`config.mk`:
```
export PLATFORM = sky130hd
export DESIGN_NAME = uart_cmd_assembler
export DESIGN_NICKNAME = d
export VERILOG_FILES = /design/src/rtl/cmd_pkg.sv /design/src/rtl/resp_tx_ctrl.sv /design/src/rtl/uart_cmd_assembler.sv
export SDC_FILE = /design/constraint.sdc
export NUM_CORES = 1
export LEC_CHECK = 0
export BUFFER_PORTS_ARGS = -buffer_cell sky130_fd_sc_hd__buf_4
export CORE_MARGIN = 2
export CORE_UTILIZATION = 50
export DETAILED_ROUTE_END_ITERATION = 10
export PLACE_DENSITY = 0.75
export SLEW_MARGIN = 0
export SYNTH_ARGS = -nofsm -noshare
export SYNTH_HDL_FRONTEND = slang
export SYNTH_SLANG_ARGS = --single-unit
```
`constraint.sdc`:
```
create_clock -name clk -period 3.9 [get_ports clk]
set_input_delay 0.78 -clock clk [delete_from_list [all_inputs] [get_ports clk]]
set_output_delay 0.78 -clock clk [all_outputs]
set_load 0.02 [all_outputs]
```
`src/rtl/cmd_pkg.sv`:
```
// rtl/cmd_pkg.sv - shared assembler state type and command opcodes
// Purpose: types and constants shared by the command assembler and the command decoder.
// Contents: asm_state_t (assembler FSM states), OP_* opcodes (first byte of a command).
package cmd_pkg;

    typedef enum logic [1:0] {
        IDLE  = 2'd0,
        BYTE2 = 2'd1,
        BYTE3 = 2'd2,
        FULL  = 2'd3
    } asm_state_t;

    localparam logic [7:0] OP_READ   = 8'h02;
    localparam logic [7:0] OP_WRITE  = 8'h06;
    localparam logic [7:0] OP_STATUS = 8'h07;
    localparam logic [7:0] OP_RESET  = 8'h09;

endpackage

```
`src/rtl/resp_tx_ctrl.sv`:
```
// rtl/resp_tx_ctrl.sv - response byte hand-off to the UART transmitter
// Purpose: latches one response byte, starts the transmitter and reports completion.
// Ports:
//   clk, rst_n       clock, asynchronous active-low reset
//   send_resp        request to send resp_data (ignored while busy)
//   resp_data[7:0]   response byte
//   tx_done          transmitter finished (ignored while idle)
//   trmt             one-cycle start pulse, one cycle after an accepted send_resp
//   tx_data[7:0]     latched response byte
//   resp_sent        one-cycle completion pulse, combinational from tx_done
module resp_tx_ctrl (
    input  logic       clk,
    input  logic       rst_n,
    input  logic       send_resp,
    input  logic [7:0] resp_data,
    input  logic       tx_done,
    output logic       trmt,
    output logic [7:0] tx_data,
    output logic       resp_sent
);

    logic       busy_q;
    logic       trmt_q;
    logic [7:0] tx_data_q;

    always_ff @(posedge clk or negedge rst_n) begin
        if (!rst_n) begin
            busy_q    <= 1'b0;
            trmt_q    <= 1'b0;
            tx_data_q <= 8'h00;
        end else begin
            trmt_q <= 1'b0;
            if (!busy_q) begin
                if (send_resp) begin
                    tx_data_q <= resp_data;
                    busy_q    <= 1'b1;
                    trmt_q    <= 1'b1;
                end
            end else if (tx_done) begin
                busy_q <= 1'b0;
            end
        end
    end

    assign trmt      = trmt_q;
    assign tx_data   = tx_data_q;
    // busy is cleared asynchronously by reset, so this is also low during reset
    assign resp_sent = busy_q & tx_done;

endmodule

```
`src/rtl/uart_cmd_assembler.sv`:
```
// rtl/uart_cmd_assembler.sv - assembles 3-byte UART commands and forwards responses
// Purpose: collects three received bytes into a 24-bit command, hands it to the decoder,
//          and drops a partial command when the gap between bytes exceeds TIMEOUT_CYC.
// Ports:
//   clk, rst_n        clock, asynchronous active-low reset
//   rx_rdy, rx_data   receiver holds a byte / the byte
//   clr_rx_rdy        combinational pulse consuming the receiver byte
//   cmd[23:0]         assembled command, first byte in [23:16]
//   cmd_rdy           registered; cmd is complete
//   clr_cmd_rdy       decoder releases cmd (only meaningful while complete)
//   send_resp, resp_data, tx_done, trmt, tx_data, resp_sent   response path
module uart_cmd_assembler
    import cmd_pkg::*;
#(
    parameter int TIMEOUT_CYC = 50000
) (
    input  logic        clk,
    input  logic        rst_n,
    input  logic        rx_rdy,
    input  logic [7:0]  rx_data,
    output logic        clr_rx_rdy,
    output logic [23:0] cmd,
    output logic        cmd_rdy,
    input  logic        clr_cmd_rdy,
    input  logic        send_resp,
    input  logic [7:0]  resp_data,
    output logic        trmt,
    output logic [7:0]  tx_data,
    input  logic        tx_done,
    output logic        resp_sent
);

    localparam int CNT_W = $clog2(TIMEOUT_CYC + 1);
    localparam logic [CNT_W-1:0] TMO_MAX = CNT_W'(TIMEOUT_CYC);

    asm_state_t       state_q, state_d;
    logic [CNT_W-1:0] tmo_cnt_q;
    logic [23:0]      cmd_q;
    logic             cmd_rdy_q;
    logic             accept;
    logic             timed_out;
    logic             waiting;

    assign waiting = (state_q == BYTE2) || (state_q == BYTE3);

    always_comb begin
        state_d   = state_q;
        accept    = 1'b0;
        timed_out = 1'b0;
        case (state_q)
            IDLE: begin
                if (rx_rdy) begin
                    accept  = 1'b1;
                    state_d = BYTE2;
                end
            end
            BYTE2: begin
                if (rx_rdy) begin
                    accept  = 1'b1;
                    state_d = BYTE3;
                end else if (tmo_cnt_q == TMO_MAX) begin
                    timed_out = 1'b1;
                    state_d   = IDLE;
                end
            end
            BYTE3: begin
                if (rx_rdy) begin
                    accept  = 1'b1;
                    state_d = FULL;
                end else if (tmo_cnt_q == TMO_MAX) begin
                    timed_out = 1'b1;
                    state_d   = IDLE;
                end
            end
            FULL: begin
                // the pending receiver byte waits; it is taken in the next IDLE cycle
                if (clr_cmd_rdy) begin
                    state_d = IDLE;
                end
            end
            default: state_d = IDLE;
        endcase
    end

    always_ff @(posedge clk or negedge rst_n) begin
        if (!rst_n) begin
            state_q   <= IDLE;
            cmd_q     <= 24'h000000;
            cmd_rdy_q <= 1'b0;
            tmo_cnt_q <= '0;
        end else begin
            state_q   <= state_d;
            cmd_rdy_q <= (state_d == FULL);
            if (accept) begin
                case (state_q)
                    IDLE:    cmd_q[23:16] <= rx_data;
                    BYTE2:   cmd_q[15:8]  <= rx_data;
                    default: cmd_q[7:0]   <= rx_data;
                endcase
            end
            // a byte arriving on the terminal count is accepted instead of timing out
            if (accept || timed_out) begin
                tmo_cnt_q <= '0;
            end else if (waiting && (tmo_cnt_q != TMO_MAX)) begin
                tmo_cnt_q <= tmo_cnt_q + 1'b1;
            end
        end
    end

    // state is already IDLE during reset, so the byte must be masked explicitly
    assign clr_rx_rdy = accept & rst_n;
    assign cmd        = cmd_q;
    assign cmd_rdy    = cmd_rdy_q;

    resp_tx_ctrl u_resp_tx_ctrl (
        .clk       (clk),
        .rst_n     (rst_n),
        .send_resp (send_resp),
        .resp_data (resp_data),
        .tx_done   (tx_done),
        .trmt      (trmt),
        .tx_data   (tx_data),
        .resp_sent (resp_sent)
    );

endmodule

```
==> impl_metrics.json, run 1 <==
{
  "synth_enable_flop_cells": 0,
  "syn_inst": 193,
  "routed_via_density": 5.19,
  "drv_slew": 0,
  "cts_buffers": 5,
  "clk_pin_slew_ns": 0.09,
  "cts_setup_buffers": 0,
  "hold_class": "flip-flop to flip-flop",
  "design_area_sq_um": 3050,
  "hold_viol": 0,
  "yosysMostFrequentCell": "dfrtp_1",
  "whs_ns": 0.514,
  "worstPathArrival_ns": 1.50,
  "seq_area_frac_synth_pct": 54.4,
  "rsz0062_at_grt": "false",
  "synth_fp_nets": 221,
  "htreeDepth": 2,
  "dpl_worst_slack_ns": 1.64,
  "synth_area_leaders": "dfrtp_1, mux2_2, xnor2_1",
  "setup_viol": 0,
  "nets": 282,
  "nFillCells": 355,
  "grt_overflow": 0,
  "max_cap_viol_count": 0,
  "die_y_um": 73.8,
  "syn_to_final_growth_pct": 25.2,
  "path_cells": "buf_4 -> inv_1 -> nor2_1 -> and2_1 -> buf_4",
  "drive_above_1_share_pct": 44.3,
  "first_pass_iters": 4,
  "synth.avg_cell_area_sq_um": 12.6,
  "wl_per_cell_um": 15.4,
  "max_slew_margin_pct": 52.9,
  "grt_max_degree": 54,
  "synth-seq-cells": 53,
  "grt_use_total_pct": 19.9,
  "netlist.area_leader.share_pct": 54.4,
  "ys.flop_type": "dfrtp_1",
  "clock_tree.root_cell": "clkbuf_8",
  "cp_top_family": "simple AND/OR/NAND/NOR gates",
  "yosysUniqueCellTypes": 39,
  "dpl_cell_area_sq_um": 2930,
  "clk_path_buf_depth": 2,
  "drtIter0Drc": 106,
  "endpoint_kind": "output pin",
  "hold_buffers": 0,
  "required_ns": 3.12,
  "path_class": "input port to output pin",
  "tightest_slew_ns": 0.705,
  "num_io_pins": 58,
  "cts_tree": "yes",
  "p_leak_uw": 0.00140,
  "yosysWarnings": 0,
  "fmax_mhz": 439,
  "final-seq-area_sq_um": 1330,
  "initial_utilization_pct": 51.6,
  "hpwl_um": 3480,
  "power_per_cell_area_nw_per_um2": 708,
  "grt_first_pass_wirelength_um": 8370,
  "grt_pass1_vias": 1731,
  "drtAntennaViolNets": 0,
  "antenna_found_initial": 0,
  "cp_slowest_stage_delay_ns": 0.21,
  "setup_ws_ns": 1.62,
  "vias": 1672,
  "min_period_ns": 2.28,
  "cts_resized": 0,
  "finalClockSkew_ns": 0.00585,
  "irDropWorstVdd_mv": 0.540,
  "cts_sinks": 53,
  "setup_tns_ns": 0,
  "synthArstFlopShare_pct": 100,
  "clk_latency_ns": 0.30,
  "die_w_um": 73.8,
  "core_area_sq_um": 4720,
  "yosys-top-cells-count": "dfrtp_1, mux2_2, nor2_1",
  "wl_um": 4950,
  "gp_congestion": 0.808,
  "std_cell_rows": 25,
  "crit_path_max_fanout": 7,
  "critPathMostFrequentCell": "buf_4",
  "critPathSlowestCell": "nor2_1",
  "worst_setup_path_start_kind": "input port",
  "multi_input_area_sq_um": 1060,
  "port_buffers": 57,
  "diodes": 0,
  "synth_top_cell_by_area": "dfrtp_1",
  "dieArea_sq_um": 5450,
  "period_share_pct": 58.4,
  "netlist_area_sq_um": 2440,
  "total_power_uw": 2160,
  "run_status": "finished clean",
  "path_buf_inv": 3,
  "drc": 0
}
==> layer usage <==
metal  global-route usage (%)  vias to the layer above  share of wire [%]  wire [um]
met4                     3.64                        0               0.63         31
met3                     6.17                        4                6.4        318
li1                         -                      802                  -          -
met2                     32.5                       45                 48       2390
met1                     26.3                      821                 45       2210
met5                        0                        -                  0          0
==> layout make-up <==
class	count	area share, %
Tap cell	67	2.75
Multi-Input combinational cell	130	34.9
Timing Repair Buffer	58	14.3
Clock inverter	2	1.23
Sequential cell	53	43.4
Inverter	6	0.738
Clock buffer	6	2.70
==> power breakdown <==
group	switching, uW	internal, uW	total [uW]
Combinational	490	438	928
Sequential	114	726	840
Clock	184	209	393
==> sequential cells by signal, summed over array words and instances, names as in the netlist <==
register and cells:
cmd 24, tmo_cnt_q 16, u_resp_tx_ctrl.tx_data 8, state_q 2, cmd_rdy 1, u_resp_tx_ctrl.busy_q 1, u_resp_tx_ctrl.trmt 1
==> worst register-to-register path: stages (launching register included) <==
cell	delay, ns
dfrtp_1	0.45
ha_1	0.24
nand2b_2	0.24
nor3_2	0.52
mux2_2	0.41
==> final timing paths <==
kind | from | slack, ns | endpoint | depth (start not counted)
max in group asynchronous | rst_n | 2.84 | cmd[20]$_DFFE_PN0P_ | 2
worst max-delay path | rx_rdy | 1.62 | clr_rx_rdy | 5
worst min-delay path | u_resp_tx_ctrl.tx_data[1]$_DFFE_PN0P_ | 0.51 | u_resp_tx_ctrl.tx_data[1]$_DFFE_PN0P_ | 1
min in group asynchronous | rst_n | 0.62 | tmo_cnt_q[7]$_DFFE_PN0P_ | 2
worst max register to register | state_q[1]$_DFF_PN0_ | 1.93 | cmd[1]$_DFFE_PN0P_ | 4
worst min register to register | u_resp_tx_ctrl.tx_data[1]$_DFFE_PN0P_ | 0.51 | u_resp_tx_ctrl.tx_data[1]$_DFFE_PN0P_ | 1
==> cell families after synthesis <==
| group | after synthesis | synth area share [%] |
|---|---|---|
| AO/OA/AOI/OAI | 13 | 3.95 |
| XOR/XNOR | 12 | 4.31 |
| adder cells (fa/ha/maj) | 6 | 3.08 |
| buffers and inverters | 10 | 1.95 |
| flip-flops | 53 | 54.4 |
| multiplexers | 32 | 14.8 |
| AND/OR/NAND/NOR | 67 | 17.5 |
==> through the flow <==
step	cells	util, %
floorplan	193	-
global placement	314	62.1
detailed placement	314	62.1
CTS	322	64.6
global route	322	64.6
finish	322	64.6
==> layout by cell type (no fill, tap or decap) <==
cell type and count:
nor3b_1 1, a21oi_1 2, nand3_2 1, xor2_1 2, or2_2 1, clkbuf_8 6
buf_4 58, xnor2_1 10, dfrtp_1 53, nor4b_4 1, nor2_1 20, o2111ai_1 1
and4b_1 1, and3_2 2, ha_1 6, nand2b_2 1, nand3_1 3, mux2_2 32
o221ai_1 1, o21ai_0 4, nand4_2 1, o211a_1 1, nor3_1 5, nand2_1 9
nor4_1 5, and2_1 2, nand4_4 2, inv_1 6, nand4_1 4, a31oi_1 1
a22o_1 1, clkinvlp_4 1, and3b_1 1, bufinv_16 1, nor3_2 4, o21ai_4 1
nor2b_1 2, and4bb_2 1, a21o_1 1
No activity file was read; power rests on OpenSTA's default activity.
==> inputs of run 2 (changes only) <==
Clock period 3.9 ns to 2.1 ns, I/O delays scaled along.
==> run 2 against run 1 <==
Effect of this change:
- global-route usage decreased by 0.058 points
- via count unchanged
- flip-flop and latch count unchanged
- hold slack got worse by 0.25 ns
- clock skew decreased by 0.0020 ns
- clock-buffer cell count unchanged
- register-to-register slack got worse by 1.7 ns
- sequential power increased by 85%
- non-clock buffer count increased by 2
- largest cell class unchanged
- largest power group unchanged
==> impl_metrics.json, run 2 (synthesis results as in run 1) <==
{
  "period_share_pct": 88.8,
  "min_period_ns": 1.86,
  "wl_per_cell_um": 14.5,
  "fin_util_pct": 64.5,
  "dieArea_sq_um": 5450,
  "cts_buffers": 5,
  "diodes": 0,
  "endpoint_kind": "output pin",
  "drt-met1-wl_um": 2120,
  "route.met3.wl_um": 305,
  "worstPathArrival_ns": 1.44,
  "irDropWorstVdd_mv": 1.08,
  "dpl_worst_slack_ns": 0.233,
  "p_int_uw": 2450,
  "cp_slowest_stage_delay_ns": 0.43,
  "power_per_cell_area_nw_per_um2": 1270,
  "power.share.sequential_pct": 40.0,
  "core_area_sq_um": 4720,
  "first_pass_iters": 4,
  "cts_setup_buffers": 0,
  "setup_tns_ns": 0,
  "setup_ws_ns": 0.236,
  "cp_top_family": "flip-flops",
  "initial_utilization_pct": 51.6,
  "nets": 284,
  "switching_share_pct": 36.9,
  "routed_via_density": 5.16,
  "vias": 1672,
  "drtAntennaViolNets": 0,
  "path_class": "flip-flop to output pin",
  "tightest_slew_ns": 0.651,
  "grt_use_total_pct": 19.8,
  "run_status": "finished clean",
  "clk_latency_ns": 0.30,
  "timing.rr.end": "tmo_cnt_q[15]$_DFFE_PN0P_",
  "worst_setup_path_start_kind": "flip-flop",
  "reg2reg_from": "state_q[1]$_DFF_PN0_",
  "rr_worst_depth": 6,
  "mostFrequentLayoutCells": "buf_4, dfrtp_1, mux2_2, nor2_1, xnor2_1",
  "hold_class": "input port to async pin",
  "antenna_found_initial": 0,
  "p_sw_uw": 1430,
  "rsz0062_at_grt": "false",
  "max_slew_margin_pct": 56.6,
  "rrSetupSlack_ns": 0.25,
  "required_ns": 1.68,
  "grt_max_degree": 54,
  "wl_um": 4710,
  "path_cells": "ha_1 -> nor2_1 -> and2_1 -> buf_4",
  "std_cell_rows": 25,
  "port_buffers": 57,
  "crit_path_max_fanout": 5,
  "grt_pass1_vias": 1740,
  "hold_viol": 0,
  "wl_met2_um": 2240,
  "num_io_pins": 58,
  "htreeDepth": 2,
  "drv_slew": 0,
  "total_power_uw": 3870,
  "gp_congestion": 0.850,
  "die_w_um": 73.8,
  "path_buf_inv": 1,
  "drive_above_1_share_pct": 44.7,
  "grt_overflow": 0,
  "critPathSlowestCell": "dfrtp_1",
  "cts_tree": "yes",
  "dr.max_layer_used": "met4",
  "final_common_cell": "buf_4",
  "p_leak_uw": 0.00140,
  "max_cap_viol_count": 0,
  "power_frac_comb_pct": 44.4,
  "hpwl_um": 3460,
  "cts_sinks": 53,
  "cts_resized": 0,
  "finalClockSkew_ns": 0.00382,
  "hold_buffers": 0,
  "largest_reg_flops": 24,
  "fmax_mhz": 536,
  "drc": 0,
  "clock_tree.root_cell": "clkbuf_8",
  "clk_path_buf_depth": 2,
  "syn_to_final_growth_pct": 25.0,
  "drtIter0Drc": 144,
  "setup_viol": 0,
  "clockPowerShare_pct": 15.7,
  "die_y_um": 73.8,
  "grt_first_pass_wirelength_um": 8350,
  "clk_pin_slew_ns": 0.10
}
## run 2: layer usage
metal  vias up  GRT usage, %
met2        44          31.1
met4         0          4.85
li1        802             -
met5         -             0
met1       822          27.6
met3         4          5.21
## run 2: power groups by stage
stage	clock [uW]	combinational [uW]	sequential (uW)
after detailed placement	0	1740	1570
after floorplan	0	701	1910
after CTS	632	1740	1550
after global routing	667	1860	1600
final	607	1720	1550
after global placement	0	1710	1560
## run 2: final cells by class
cell class	instances	area (sq um)
Clock buffer	6	82.6
Clock inverter	2	17.5
Fill cell	386	1680
Inverter	6	22.5
Multi-Input combinational cell	130	1060
Sequential cell	53	1330
Tap cell	67	83.8
Timing Repair Buffer	60	450
## run 2: worst max path at each step
stage                                     from                   endpoint  slack [ns]  cells after the start
final                     state_q[1]$_DFF_PN0_                 clr_rx_rdy        0.24                      4
after global routing      state_q[1]$_DFF_PN0_  tmo_cnt_q[15]$_DFFE_PN0P_         0.1                      6
after CTS                 state_q[1]$_DFF_PN0_                 clr_rx_rdy        0.21                      4
after detailed placement  state_q[1]$_DFF_PN0_  tmo_cnt_q[15]$_DFFE_PN0P_        0.23                      6
after global placement    state_q[1]$_DFF_PN0_  tmo_cnt_q[15]$_DFFE_PN0P_        0.31                      6
after floorplan           state_q[1]$_DFF_PN0_         cmd[0]$_DFFE_PN0P_        0.42                      4
## run 2: per-stage QoR
step	area (sq um)	hold slack, ns	instances
detailed placement	2950	0.495	316
floorplan	2440	0.124	193
CTS	3050	0.287	324
finish	3050	0.262	324
global placement	2950	0.491	316
global route	3050	0.317	324
==> inputs of run 3 (changes only) <==
Clock period 2.1 ns to 2.33 ns, I/O delays scaled along.
==> run 3 against run 2 <==
Effect of this change:
- clock-buffer cell count down 1
- clock power down 14%
- clock skew up 0.0015 ns
- via count up 0.48%
- die area unchanged
- global-route usage down 1.1 points
- hold slack better by 0.033 ns
- setup slack better by 0.20 ns
==> impl_metrics.json, run 3 (synthesis results as in run 1) <==
{
  "grt_first_pass_wirelength_um": 7790,
  "power_per_cell_area_nw_per_um2": 1140,
  "worstPathArrival_ns": 1.43,
  "multi_input_area_sq_um": 1060,
  "rsz0062_at_grt": "false",
  "initial_utilization_pct": 51.6,
  "hpwl_um": 3370,
  "irDropWorstVdd_mv": 0.761,
  "path_cells": "ha_1 -> nor2_1 -> and2_1 -> buf_4",
  "required_ns": 1.86,
  "cts_resized": 0,
  "largest_reg_flops": 24,
  "cts_buffers": 5,
  "gr-max-usage-layer": "met2",
  "diodes": 0,
  "setup_tns_ns": 0,
  "path_class": "flip-flop to output pin",
  "path_buf_inv": 1,
  "dieArea_sq_um": 5450,
  "p_leak_uw": 0.00140,
  "grt_overflow": 0,
  "endpoint_kind": "output pin",
  "grt_use_total_pct": 18.7,
  "nFillCells": 382,
  "cts_tree": "yes",
  "nets": 284,
  "tightest_slew_ns": 0.647,
  "hold_viol": 0,
  "core_area_sq_um": 4720,
  "vias": 1680,
  "syn_to_final_growth_pct": 24.6,
  "cts_sinks": 53,
  "wl_per_cell_um": 14.4,
  "clk_path_buf_depth": 2,
  "clock_tree.root_cell": "clkbuf_8",
  "antenna_found_initial": 0,
  "num_io_pins": 58,
  "clk_pin_slew_ns": 0.10,
  "use_met3_pct": 5.90,
  "crit_path_max_fanout": 5,
  "setup_viol": 0,
  "htreeDepth": 2,
  "drive_above_1_share_pct": 44.7,
  "cp_top_family": "flip-flops",
  "drc": 0,
  "setup_ws_ns": 0.438,
  "fmax_mhz": 529,
  "run_status": "finished clean",
  "critPathSlowestCell": "dfrtp_1",
  "grt_max_degree": 54,
  "use_met1_pct": 24.6,
  "max_cap_viol_count": 0,
  "drtAntennaViolNets": 0,
  "cts_setup_buffers": 0,
  "final-seq-area_sq_um": 1330,
  "grt_pass1_vias": 1672,
  "std_cell_rows": 25,
  "hold_buffers": 0,
  "min_period_ns": 1.89,
  "drtIter0Drc": 83,
  "hold_class": "input port to async pin",
  "worst_setup_path_start_kind": "flip-flop",
  "gp_congestion": 0.848,
  "cp_slowest_stage_delay_ns": 0.43,
  "port_buffers": 57,
  "first_pass_iters": 4,
  "die_y_um": 73.8,
  "grt_use_met2_pct": 30.0,
  "drv_slew": 0,
  "max_slew_margin_pct": 56.8,
  "mostFrequentLayoutCells": "buf_4, dfrtp_1, mux2_2, nor2_1, xnor2_1",
  "routed_via_density": 5.19,
  "dpl_worst_slack_ns": 0.487,
  "finalClockSkew_ns": 0.00534,
  "die_w_um": 73.8,
  "clk_latency_ns": 0.30,
  "wl_um": 4680,
  "final_common_cell": "buf_4",
  "period_share_pct": 81.2
}
==> run 3: power by group <==
| part | leakage, uW | switching, uW | internal, uW | total (uW) |
|---|---|---|---|---|
| Combinational | 0.000692 | 809 | 742 | 1550 |
| Sequential | 0.000661 | 184 | 1220 | 1400 |
| Clock | 0.0000445 | 306 | 214 | 519 |
==> run 3: worst paths after layout <==
check	startpoint	endpoint	slack, ns	cells after the start
worst max-delay path	state_q[1]$_DFF_PN0_	clr_rx_rdy	0.44	4
worst min-delay path	rst_n	cmd_rdy$_DFF_PN0_	0.30	2
worst max register to register	state_q[1]$_DFF_PN0_	tmo_cnt_q[15]$_DFFE_PN0P_	0.46	6
worst min register to register	u_resp_tx_ctrl.tx_data[5]$_DFFE_PN0P_	u_resp_tx_ctrl.tx_data[5]$_DFFE_PN0P_	0.51	1
max in group asynchronous	rst_n	u_resp_tx_ctrl.tx_data[0]$_DFFE_PN0P_	1.60	2
min in group clk	send_resp	u_resp_tx_ctrl.busy_q$_DFF_PN0_	0.39	3
==> run 3: cell type report <==
cell class	count	share of cell area, %
Timing Repair Buffer	60	14.8
Clock buffer	5	2.27
Inverter	6	0.741
Multi-Input combinational cell	130	35.0
Tap cell	67	2.76
Sequential cell	53	43.7
Clock inverter	3	0.700
==> run 3: metrics by stage <==
step                total power (uW)  hold slack, ns  cells  util [%]  instance area, sq um
floorplan                       2350           0.170    193         -                  2440
global placement                2940           0.490    316      62.4                  2950
detailed placement              2980           0.497    316      62.4                  2950
CTS                             3500           0.319    324      64.3                  3040
global route                    3680           0.361    324      64.3                  3040
finish                          3470           0.295    324      64.3                  3040
==> run 3: per-layer routing <==
layer | share of wire, % | up-vias
met2 | 47 | 50
met1 | 45 | 816
met4 | 0.98 | 0
met3 | 6.9 | 5
met5 | 0 | -
li1 | - | 809
